[src/rtl/ram_buff_sched_if.sv]
// ============================================================================
// Module   : ram_buff_sched_if
// Brief    : Descriptor, buffer-control and status bundle for ram_buff_sched.
// Revision : 1.0
// ============================================================================
`default_nettype none

interface ram_buff_sched_if #(
  parameter int ADDR_WIDTH = 8
);
  logic                  cmd_vld;
  logic                  cmd_rdy;
  logic [ADDR_WIDTH-1:0] cmd_start_addr;
  logic [7:0]            cmd_row_num;
  logic                  cmd_dir;
  logic [3:0]            cmd_start_byte;
  logic [3:0]            cmd_end_byte;
  logic                  ram_buff_idle;
  logic                  sched_flush;
  logic                  ctrl_ram_buff_vld;
  logic [ADDR_WIDTH-1:0] ctrl_ram_buff_start_addr;
  logic [3:0]            ctrl_ram_buff_ent_num;
  logic [4:0]            ctrl_ram_buff_ent_rng;
  logic [3:0]            ctrl_ram_buff_start_byte;
  logic [3:0]            ctrl_ram_buff_end_byte;
  logic                  sched_busy;
  logic                  sched_done;

  modport master (
    output cmd_vld, cmd_start_addr, cmd_row_num, cmd_dir, cmd_start_byte,
           cmd_end_byte, ram_buff_idle, sched_flush,
    input  cmd_rdy, ctrl_ram_buff_vld, ctrl_ram_buff_start_addr,
           ctrl_ram_buff_ent_num, ctrl_ram_buff_ent_rng,
           ctrl_ram_buff_start_byte, ctrl_ram_buff_end_byte,
           sched_busy, sched_done
  );

  modport slave (
    input  cmd_vld, cmd_start_addr, cmd_row_num, cmd_dir, cmd_start_byte,
           cmd_end_byte, ram_buff_idle, sched_flush,
    output cmd_rdy, ctrl_ram_buff_vld, ctrl_ram_buff_start_addr,
           ctrl_ram_buff_ent_num, ctrl_ram_buff_ent_rng,
           ctrl_ram_buff_start_byte, ctrl_ram_buff_end_byte,
           sched_busy, sched_done
  );
endinterface

`default_nettype wire

[src/rtl/ram_buff_sched.sv]
// ============================================================================
// Module   : ram_buff_sched
// Brief    : Splits row-load descriptors into ENT_NUM-row chunks for ram_buffer.
// Revision : 1.0
// ============================================================================
`default_nettype none

module ram_buff_sched #(
  parameter int ENT_NUM    = 16,
  parameter int ADDR_WIDTH = 8
) (
  input  wire logic        clk,
  input  wire logic        rst_n,
  ram_buff_sched_if.slave  bus
);

  localparam logic [7:0] c_chunk_max = 8'(ENT_NUM);

  typedef enum logic [2:0] {
    ST_IDLE  = 3'd0,
    ST_ISSUE = 3'd1,
    ST_HOLD  = 3'd2,
    ST_WAIT  = 3'd3,
    ST_DONE  = 3'd4
  } state_t;

  state_t                r_state;
  state_t                w_state_nxt;
  logic [ADDR_WIDTH-1:0] r_addr;
  logic [ADDR_WIDTH-1:0] w_addr_nxt;
  logic [7:0]            r_rem;
  logic [7:0]            w_rem_nxt;
  logic                  r_dir;
  logic                  w_dir_nxt;
  logic [3:0]            r_sb;
  logic [3:0]            w_sb_nxt;
  logic [3:0]            r_eb;
  logic [3:0]            w_eb_nxt;
  logic                  r_first;
  logic                  w_first_nxt;

  logic [7:0]            w_chunk_cur;
  logic [7:0]            w_chunk_nxt;
  logic [7:0]            w_chunk_nxt_m1;
  logic [3:0]            w_ent_nxt;
  logic [4:0]            w_rng_mag;
  logic [4:0]            w_rng_nxt;
  logic                  w_last_nxt;

  logic                  r_cmd_rdy;
  logic                  r_busy;
  logic                  r_done;
  logic                  r_vld;
  logic [ADDR_WIDTH-1:0] r_ctrl_addr;
  logic [3:0]            r_ctrl_ent;
  logic [4:0]            r_ctrl_rng;
  logic [3:0]            r_ctrl_sb;
  logic [3:0]            r_ctrl_eb;

  function automatic logic [7:0] f_chunk(input logic [7:0] rem);
    return (rem >= c_chunk_max) ? c_chunk_max : rem;
  endfunction

  assign w_chunk_cur = f_chunk(r_rem);

  always_comb begin
    w_state_nxt = r_state;
    w_addr_nxt  = r_addr;
    w_rem_nxt   = r_rem;
    w_dir_nxt   = r_dir;
    w_sb_nxt    = r_sb;
    w_eb_nxt    = r_eb;
    w_first_nxt = r_first;

    case (r_state)
      ST_IDLE: begin
        if (bus.cmd_vld && r_cmd_rdy) begin
          w_addr_nxt  = bus.cmd_start_addr;
          w_rem_nxt   = bus.cmd_row_num;
          w_dir_nxt   = bus.cmd_dir;
          w_sb_nxt    = bus.cmd_start_byte;
          w_eb_nxt    = bus.cmd_end_byte;
          w_first_nxt = 1'b1;
          w_state_nxt = (bus.cmd_row_num == 8'd0) ? ST_DONE : ST_ISSUE;
        end
      end
      ST_ISSUE: begin
        w_first_nxt = 1'b0;
        w_state_nxt = ST_HOLD;
      end
      // The buffer still reports idle for one cycle after a pulse.
      ST_HOLD: w_state_nxt = ST_WAIT;
      ST_WAIT: begin
        if (bus.ram_buff_idle) begin
          w_rem_nxt   = r_rem - w_chunk_cur;
          w_addr_nxt  = r_dir ? (r_addr - ADDR_WIDTH'(w_chunk_cur))
                              : (r_addr + ADDR_WIDTH'(w_chunk_cur));
          w_state_nxt = (w_rem_nxt == 8'd0) ? ST_DONE : ST_ISSUE;
        end
      end
      ST_DONE: w_state_nxt = ST_IDLE;
      default: w_state_nxt = ST_IDLE;
    endcase

    if (bus.sched_flush) begin
      w_state_nxt = ST_IDLE;
    end
  end

  // Chunk fields are derived from next-state values so they register together with vld.
  assign w_chunk_nxt    = f_chunk(w_rem_nxt);
  assign w_chunk_nxt_m1 = w_chunk_nxt - 8'd1;
  assign w_ent_nxt      = w_chunk_nxt_m1[3:0];
  assign w_rng_mag      = {1'b0, w_ent_nxt};
  assign w_rng_nxt      = w_dir_nxt ? (5'd0 - w_rng_mag) : w_rng_mag;
  assign w_last_nxt     = (w_rem_nxt <= c_chunk_max);

  always_ff @(posedge clk or negedge rst_n) begin
    if (!rst_n) begin
      r_state     <= ST_IDLE;
      r_addr      <= '0;
      r_rem       <= 8'd0;
      r_dir       <= 1'b0;
      r_sb        <= 4'h0;
      r_eb        <= 4'h0;
      r_first     <= 1'b0;
      r_cmd_rdy   <= 1'b1;
      r_busy      <= 1'b0;
      r_done      <= 1'b0;
      r_vld       <= 1'b0;
      r_ctrl_addr <= '0;
      r_ctrl_ent  <= 4'h0;
      r_ctrl_rng  <= 5'h00;
      r_ctrl_sb   <= 4'h0;
      r_ctrl_eb   <= 4'h0;
    end else begin
      r_state   <= w_state_nxt;
      r_addr    <= w_addr_nxt;
      r_rem     <= w_rem_nxt;
      r_dir     <= w_dir_nxt;
      r_sb      <= w_sb_nxt;
      r_eb      <= w_eb_nxt;
      r_first   <= w_first_nxt;
      r_cmd_rdy <= (w_state_nxt == ST_IDLE);
      r_busy    <= (w_state_nxt != ST_IDLE);
      r_done    <= (w_state_nxt == ST_DONE);
      r_vld     <= (w_state_nxt == ST_ISSUE);
      if (w_state_nxt == ST_ISSUE) begin
        r_ctrl_addr <= w_addr_nxt;
        r_ctrl_ent  <= w_ent_nxt;
        r_ctrl_rng  <= w_rng_nxt;
        r_ctrl_sb   <= w_first_nxt ? w_sb_nxt : 4'h0;
        r_ctrl_eb   <= w_last_nxt ? w_eb_nxt : 4'hF;
      end
    end
  end

  assign bus.cmd_rdy                  = r_cmd_rdy;
  assign bus.sched_busy               = r_busy;
  assign bus.sched_done               = r_done;
  assign bus.ctrl_ram_buff_vld        = r_vld;
  assign bus.ctrl_ram_buff_start_addr = r_ctrl_addr;
  assign bus.ctrl_ram_buff_ent_num    = r_ctrl_ent;
  assign bus.ctrl_ram_buff_ent_rng    = r_ctrl_rng;
  assign bus.ctrl_ram_buff_start_byte = r_ctrl_sb;
  assign bus.ctrl_ram_buff_end_byte   = r_ctrl_eb;

endmodule

`default_nettype wire

[src/flat_wrapper.sv]
// flat-port wrapper written by rule: the top's interface ports become plain ports
module ram_buff_sched_flat 
#(
  parameter int ENT_NUM    = 16,
  parameter int ADDR_WIDTH = 8
)
  (clk, rst_n, bus_cmd_vld, bus_cmd_start_addr, bus_cmd_row_num, bus_cmd_dir, bus_cmd_start_byte, bus_cmd_end_byte, bus_ram_buff_idle, bus_sched_flush, bus_cmd_rdy, bus_ctrl_ram_buff_vld, bus_ctrl_ram_buff_start_addr, bus_ctrl_ram_buff_ent_num, bus_ctrl_ram_buff_ent_rng, bus_ctrl_ram_buff_start_byte, bus_ctrl_ram_buff_end_byte, bus_sched_busy, bus_sched_done);
  ram_buff_sched_if #(.ADDR_WIDTH(ADDR_WIDTH)) bus_i ();
  input  wire logic clk;
  input  wire logic rst_n;
  input wire logic [$bits(bus_i.cmd_vld)-1:0] bus_cmd_vld;
  input wire logic [$bits(bus_i.cmd_start_addr)-1:0] bus_cmd_start_addr;
  input wire logic [$bits(bus_i.cmd_row_num)-1:0] bus_cmd_row_num;
  input wire logic [$bits(bus_i.cmd_dir)-1:0] bus_cmd_dir;
  input wire logic [$bits(bus_i.cmd_start_byte)-1:0] bus_cmd_start_byte;
  input wire logic [$bits(bus_i.cmd_end_byte)-1:0] bus_cmd_end_byte;
  input wire logic [$bits(bus_i.ram_buff_idle)-1:0] bus_ram_buff_idle;
  input wire logic [$bits(bus_i.sched_flush)-1:0] bus_sched_flush;
  output wire logic [$bits(bus_i.cmd_rdy)-1:0] bus_cmd_rdy;
  output wire logic [$bits(bus_i.ctrl_ram_buff_vld)-1:0] bus_ctrl_ram_buff_vld;
  output wire logic [$bits(bus_i.ctrl_ram_buff_start_addr)-1:0] bus_ctrl_ram_buff_start_addr;
  output wire logic [$bits(bus_i.ctrl_ram_buff_ent_num)-1:0] bus_ctrl_ram_buff_ent_num;
  output wire logic [$bits(bus_i.ctrl_ram_buff_ent_rng)-1:0] bus_ctrl_ram_buff_ent_rng;
  output wire logic [$bits(bus_i.ctrl_ram_buff_start_byte)-1:0] bus_ctrl_ram_buff_start_byte;
  output wire logic [$bits(bus_i.ctrl_ram_buff_end_byte)-1:0] bus_ctrl_ram_buff_end_byte;
  output wire logic [$bits(bus_i.sched_busy)-1:0] bus_sched_busy;
  output wire logic [$bits(bus_i.sched_done)-1:0] bus_sched_done;
  assign bus_i.cmd_vld = bus_cmd_vld;
  assign bus_i.cmd_start_addr = bus_cmd_start_addr;
  assign bus_i.cmd_row_num = bus_cmd_row_num;
  assign bus_i.cmd_dir = bus_cmd_dir;
  assign bus_i.cmd_start_byte = bus_cmd_start_byte;
  assign bus_i.cmd_end_byte = bus_cmd_end_byte;
  assign bus_i.ram_buff_idle = bus_ram_buff_idle;
  assign bus_i.sched_flush = bus_sched_flush;
  assign bus_cmd_rdy = bus_i.cmd_rdy;
  assign bus_ctrl_ram_buff_vld = bus_i.ctrl_ram_buff_vld;
  assign bus_ctrl_ram_buff_start_addr = bus_i.ctrl_ram_buff_start_addr;
  assign bus_ctrl_ram_buff_ent_num = bus_i.ctrl_ram_buff_ent_num;
  assign bus_ctrl_ram_buff_ent_rng = bus_i.ctrl_ram_buff_ent_rng;
  assign bus_ctrl_ram_buff_start_byte = bus_i.ctrl_ram_buff_start_byte;
  assign bus_ctrl_ram_buff_end_byte = bus_i.ctrl_ram_buff_end_byte;
  assign bus_sched_busy = bus_i.sched_busy;
  assign bus_sched_done = bus_i.sched_done;
  ram_buff_sched #(.ENT_NUM(ENT_NUM), .ADDR_WIDTH(ADDR_WIDTH)) u_core (.clk(clk), .rst_n(rst_n), .bus(bus_i));
endmodule
[config.mk]
export PLATFORM = sky130hd
export DESIGN_NAME = ram_buff_sched_flat
export DESIGN_NICKNAME = d
export VERILOG_FILES = /design/src/rtl/ram_buff_sched_if.sv /design/src/rtl/ram_buff_sched.sv /design/src/flat_wrapper.sv
export SDC_FILE = /design/constraint.sdc
export NUM_CORES = 1
export LEC_CHECK = 0
export CORE_MARGIN = 4
export CORE_UTILIZATION = 40
export DETAILED_ROUTE_END_ITERATION = 10
export SLEW_MARGIN = 15
export SYNTH_ARGS = -nofsm -noshare
export SYNTH_HDL_FRONTEND = slang
export SYNTH_SLANG_ARGS = --single-unit
[constraint.sdc]
create_clock -name clk -period 7.9 [get_ports clk]
set_clock_uncertainty 0.1 [all_clocks]
set_input_delay 1.58 -clock clk [delete_from_list [all_inputs] [get_ports clk]]
set_output_delay 1.58 -clock clk [all_outputs]
set_load 0.02 [all_outputs]
---- After elaboration in Yosys (flattened, before gate mapping) ----
Cells that the tools add are included.
word-level totals
  register bits ........................... 58
  word-level logic and storage cells ...... 61
  input bits .............................. 30
  output and inout port bits .............. 29
operators by class
  reductions and logical operators ........ 6
  eq/ne operators ......................... 5
  add/subtract/negate cells ............... 5
  muxes and demuxes ....................... 26
  order comparisons ....................... 3
operators by type and width
  kind                                                                               number
  8-bit two-way mux                                                                  6
  8-bit case mux with 2 select lines                                                 2
  4-bit two-way mux                                                                  7
  8-bit by 5-bit >= comparator with 1-bit output (second input constant)             2
  8-bit zero test                                                                    2
  8-bit subtractor                                                                   2
  3-bit two-way mux                                                                  5
  3-bit case mux with 4 select lines                                                 1
  8-bit adder                                                                        1
  8-bit by 5-bit less-or-equal comparator with 1-bit output (second input constant)  1
  3-bit by 1-bit == test with 1-bit output (second input constant)                   2
  3-bit by 2-bit == test with 1-bit output (second input constant)                   2
  3-bit zero test                                                                    2
  5-bit two-way mux                                                                  1
  1-bit by 4-bit subtractor with 5-bit output (first input constant)                 1
  4-bit by 1-bit subtractor with 4-bit output (second input constant)                1
  3-bit == test (second input constant)                                              1
  1-bit two-way mux                                                                  3
  3-bit nonzero test                                                                 1
  1-bit case mux with 2 select lines                                                 1
  1-bit logical AND                                                                  1

---- Longest topological paths before layout ----
  depth after elaboration ................. 10
  mapped depth ............................ 17
  gate-level depth less buffers ........... 15

---- Worst setup path before layout ----
No wires, ideal clock.
  kind .................................... input to register
  start point ............................. input port bus_ram_buff_idle
  end point ............................... register u_core.r_ctrl_rng[3], in the netlist u_core.bus.ctrl_ram_buff_ent_rng[3]
  cell stages on the path ................. 12
  required time ........................... 7,718 ps
  path slack .............................. 3,318 ps
  library setup time ...................... 82 ps
  buffers on the path ..................... 2
  arrival ................................. 4,400 ps
  path through ............................ and4b_1 > buf_2 > a221o_1 > or4b_1 > buf_2 > nor2_1 > nand2_1 > ha_1 > or3_1 > a2111oi_1 > o211ai_1 > a31oi_1
between the ends
  cells in the longest elaborated chain, start to end .. 7
  elaborated cells on any way between the ends .. 11
  those cells by class .................... add/sub: 2; order compare: 1; eq/ne: 1; mux: 7
ends and longest elaborated chain
  element                                           line                   source
  start: declaration                                flat_wrapper.sv:17     input wire logic [$bits(bus_i.ram_buff_idle)-1:0] bus_ram_buff_idle;
  8-bit two-way mux *                               ram_buff_sched.sv:94   if (bus.ram_buff_idle) begin
  8-bit case mux with 2 select lines *              ram_buff_sched.sv:75   case (r_state)
  net u_core.w_rem_nxt[5]                           ram_buff_sched.sv:32   logic [7:0] w_rem_nxt;
  8-bit by 5-bit >= comparator with 1-bit output *  ram_buff_sched.sv:61   return (rem >= c_chunk_max) ? c_chunk_max : rem;
  4-bit two-way mux *                               ram_buff_sched.sv:61
  4-bit by 1-bit subtractor with 4-bit output *     ram_buff_sched.sv:112  assign w_chunk_nxt_m1 = w_chunk_nxt - 8'd1;
  1-bit by 4-bit subtractor with 5-bit output       ram_buff_sched.sv:115  assign w_rng_nxt = w_dir_nxt ? (5'd0 - w_rng_mag) : w_rng_mag;
  5-bit two-way mux *                               ram_buff_sched.sv:115
  end signal: assignment                            ram_buff_sched.sv:151  r_ctrl_rng <= w_rng_nxt;
  end: declaration                                  ram_buff_sched.sv:56   logic [4:0] r_ctrl_rng;
Mark *: on every way through the listed nets, which the timed path passes. The rest lies on a longest branch.
A chain may end at the register's enable or synchronous reset.

---- Worst setup path after layout ----
Ends and elaborated chain as after synthesis.

==> results_dict.tcl <==
set metrics [dict create \
    drv_cap 0 \
    finalNetCount 424 \
    hold_ws_ps 383 \
    setup_viol 0 \
    async_flop_share_pct 100 \
    crit_arrival_ps 5580 \
    final_layout_size_suffix_gt1_share_pct 9.11 \
    crit_fanout 12 \
    vias_per_cell 5.38 \
    cp_cell_sequence "clkdlybuf4s50_1 -> nand4b_1 -> nor4_1 -> nor3_1 -> or4b_1 -> nor2_1 -> nand2_1 -> ha_1 -> or3_1 -> a2111oi_1 -> o211ai_1 -> a31oi_1" \
    swShare_pct 40.0 \
    power.internal_w 0.000934 \
    synth_edf_count 0 \
    coreArea_um2 7690 \
    place_ws_ps 2190 \
    yosysWarnings 0 \
    critPathMaxStageDelay_ps 670 \
    worst_pin_slew_ps 1050 \
    slew_headroom_pct 28.9 \
    grt_usage_pct 17.8 \
    fmax_mhz 184 \
    ys_seq_elements 58 \
    r2r_cells 11 \
    synthCells 325 \
    power_frac_comb_pct 48.1 \
    hold_path_depth 2 \
    yosysMostFrequentCell "dfrtp_1" \
    grt_pass1_wl_um 13400 \
    firstDrtPassIters 4 \
    final.setup.worst_slack_ps 2470 \
    netlist.top_cell.by_area "dfrtp_1" \
    postCtsResizedCells 0 \
    gp_congestion 0.853 \
    synth_area_um2 3140 \
    synth_nets 369 \
    die_w_um 96.7 \
    fp-row-count 32 \
    diodes 0 \
    path_clk_slew_ps 70 \
    synth_top_area_share_pct 45.4 \
    hold_viol 0 \
    wl_per_cell_um 16.2 \
    dpl.cell_count 471 \
    run_status "complete, no violations" \
    grt-ovfl-total 0 \
    start_util_pct 40.9 \
    clkPwrFrac_pct 18.5 \
    power.switching_w 0.000622 \
    p_leak_nw 1.69 \
    num_io_pins 59 \
    synth_common_cells "dfrtp_1, nand2_1, nor2_1" \
    cts_hold_buf 0 \
    die_h_um 96.7 \
    worstSkewPairLatency_ps 330 \
    vias 2613 \
    r2r-start "u_core.r_state[0]" \
    fin_crit_sh_pct 68.7 \
    worstPathRequired_ps 8050 \
    min_to "u_core.bus.ctrl_ram_buff_start_byte[2]" \
    cts_tree "yes" \
    clock_sinks 58 \
    ys.flop_type "dfrtp_1" \
    power_density_nw_per_um2 389 \
    synthToLayoutAreaGrowth_pct 27.2 \
    cts_root_buf "clkbuf_8" \
    grt_max_degree 59 \
    die-area_um2 9340 \
    min-delay-start "u_core.bus.ctrl_ram_buff_start_byte[2]" \
    clockBufferDepth 2 \
    synth.distinct_cells 62 \
    totalWireLength_um 7860 \
    ir_drop_v 0.000184 \
    ff2ff_setup_slack_ps 3610 \
    hpwl_um 5750 \
    synth_area_leaders "dfrtp_1, ha_1, nand2_1" \
    seqPwrFrac_pct 33.4 \
    numPortBuffers 58 \
    drt_iter0_markers 109 \
    hp-class "register to register" \
    finalSetupTns_ps 0 \
    slowest_stage "or4b_1" \
    cts_buffers 9 \
    stdcell_count 486 \
    ys_seq_area_share_pct 46.2 \
    postCtsSetupRepairBufs 0 \
    htreeDepth 3 \
    reg2reg_to "u_core.bus.ctrl_ram_buff_ent_rng[3]" \
    drc 0 \
    antenna_found_initial 0 \
    avgSynthCellArea_um2 9.67 \
    worstSetupPathType "primary input to register" \
    slew_viol_final 0 \
    start_kind "primary input" \
    ant_nets 0 \
    grt_pass1_vias 2678 \
    fin_crit_ps 5430 \
    crit_path_end_kind "register" \
    rsz0062_at_grt "no" \
]
## area by class of cell
type | count | area [um^2]
multi-input cells | 232 | 1550
repair buffers | 62 | 606
fillers | 747 | 3690
inverters | 17 | 63.8
clock inverters | 2 | 35.0
clock buffers | 13 | 169
flip-flops and latches | 58 | 1450
well taps | 102 | 128
## cells by family (layout without fill, tap and decap cells)
| kind of cell | count (synthesis) | count (layout) | share of synthesized area (%) |
|---|---|---|---|
| buffers and inverters | 35 | 94 | 4.74 |
| AND/OR/NAND/NOR | 115 | 115 | 18.3 |
| XOR/XNOR | 8 | 8 | 2.23 |
| multiplexers | 11 | 11 | 3.90 |
| AO/OA/AOI/OAI | 82 | 82 | 18.6 |
| adder cells (fa/ha/maj) | 14 | 14 | 5.81 |
| flip-flops | 58 | 58 | 46.2 |
| other | 2 | 2 | 0.239 |
## state kept, by name (all words and copies together), names as in the netlist, 3 cells and up
| register | count |
|---|---|
| u_core.bus.ctrl_ram_buff_ent_rng | 5 |
| u_core.r_addr | 8 |
| u_core.bus.ctrl_ram_buff_start_byte | 4 |
| u_core.r_rem | 8 |
| u_core.r_sb | 4 |
| u_core.bus.ctrl_ram_buff_end_byte | 4 |
| u_core.bus.ctrl_ram_buff_start_addr | 8 |
| u_core.r_eb | 4 |
| u_core.r_state | 3 |
| u_core.bus.ctrl_ram_buff_ent_num | 4 |
## routing by layer
metal | GRT usage, % | share of wire, % | vias up | routed length, um
met1 | 25.6 | 48 | 1271 | 3760
li1 | - | - | 1275 | -
met3 | 2.96 | 3.4 | 12 | 269
met2 | 26.5 | 47 | 55 | 3680
met5 | 0 | 0 | - | 0
met4 | 7.24 | 1.8 | 0 | 141
## critical path, delay by kind of cell
family | cells | cell delay [ps]
buf+inv | 1 | 520
simple gates | 7 | 2350
compound gates | 3 | 870
fa+ha+maj | 1 | 250
## through the flow
step,util (%),cell area [um^2],power (W)
final,52.0,4000,0.00156
after global routing,52.0,4000,0.00168
after CTS,52.0,4000,0.00156
after detailed placement,49.4,3790,0.00127
after global placement,49.4,3790,0.00126
after floorplan,-,3140,0.00101
## power groups by stage
| stage | sequential (W) | combinational (W) | clock (W) |
|---|---|---|---|
| 5_1_grt | 0.000539 | 0.000829 | 0.000309 |
| 6_report | 0.000520 | 0.000749 | 0.000287 |
| 3_3_place_gp | 0.000524 | 0.000735 | 0 |
| 3_5_place_dp | 0.000525 | 0.000744 | 0 |
| 2_1_floorplan | 0.000556 | 0.000453 | 0 |
| 4_1_cts | 0.000520 | 0.000751 | 0.000293 |
## layout by cell type, fill, tap and decap left out, types with 2 or more instances in the layout
cell type / Yosys / routed
mux2_2: 10 / 10
a22oi_1: 7 / 7
a21o_1: 3 / 3
inv_1: 16 / 16
nor2_1: 31 / 30
buf_4: 1 / 4
ha_1: 13 / 13
a21oi_1: 6 / 6
clkbuf_8: 0 / 12
o22a_1: 4 / 4
nand3_1: 6 / 6
o21ai_0: 23 / 22
clkdlybuf4s50_1: 0 / 57
nand3b_1: 2 / 2
dfrtp_1: 57 / 57
xor2_1: 4 / 4
o41ai_1: 3 / 3
conb_1: 2 / 2
and2_1: 3 / 3
a221o_1: 6 / 6
and3_1: 3 / 3
nor3_1: 15 / 15
a211o_1: 3 / 3
xnor2_1: 4 / 4
o21a_1: 2 / 2
or3_1: 3 / 3
nand2b_1: 3 / 3
nand2_1: 31 / 31
o31ai_1: 4 / 4
o21bai_1: 2 / 2
o21ai_1: 1 / 2
nor2b_1: 4 / 4
nor4_1: 4 / 4
a31oi_1: 5 / 5
## how the worst max path moves through the flow
stage                           start                                   to  slack [ps]
floorplan           bus_ram_buff_idle  u_core.bus.ctrl_ram_buff_ent_rng[3]        3320
global placement    bus_ram_buff_idle  u_core.bus.ctrl_ram_buff_ent_rng[3]        2310
detailed placement  bus_ram_buff_idle  u_core.bus.ctrl_ram_buff_ent_rng[3]        2190
CTS                 bus_ram_buff_idle  u_core.bus.ctrl_ram_buff_ent_rng[3]        2550
global route        bus_ram_buff_idle  u_core.bus.ctrl_ram_buff_ent_rng[3]        2290
finish              bus_ram_buff_idle  u_core.bus.ctrl_ram_buff_ent_rng[3]        2470
(Power assumes the default switching activity.)
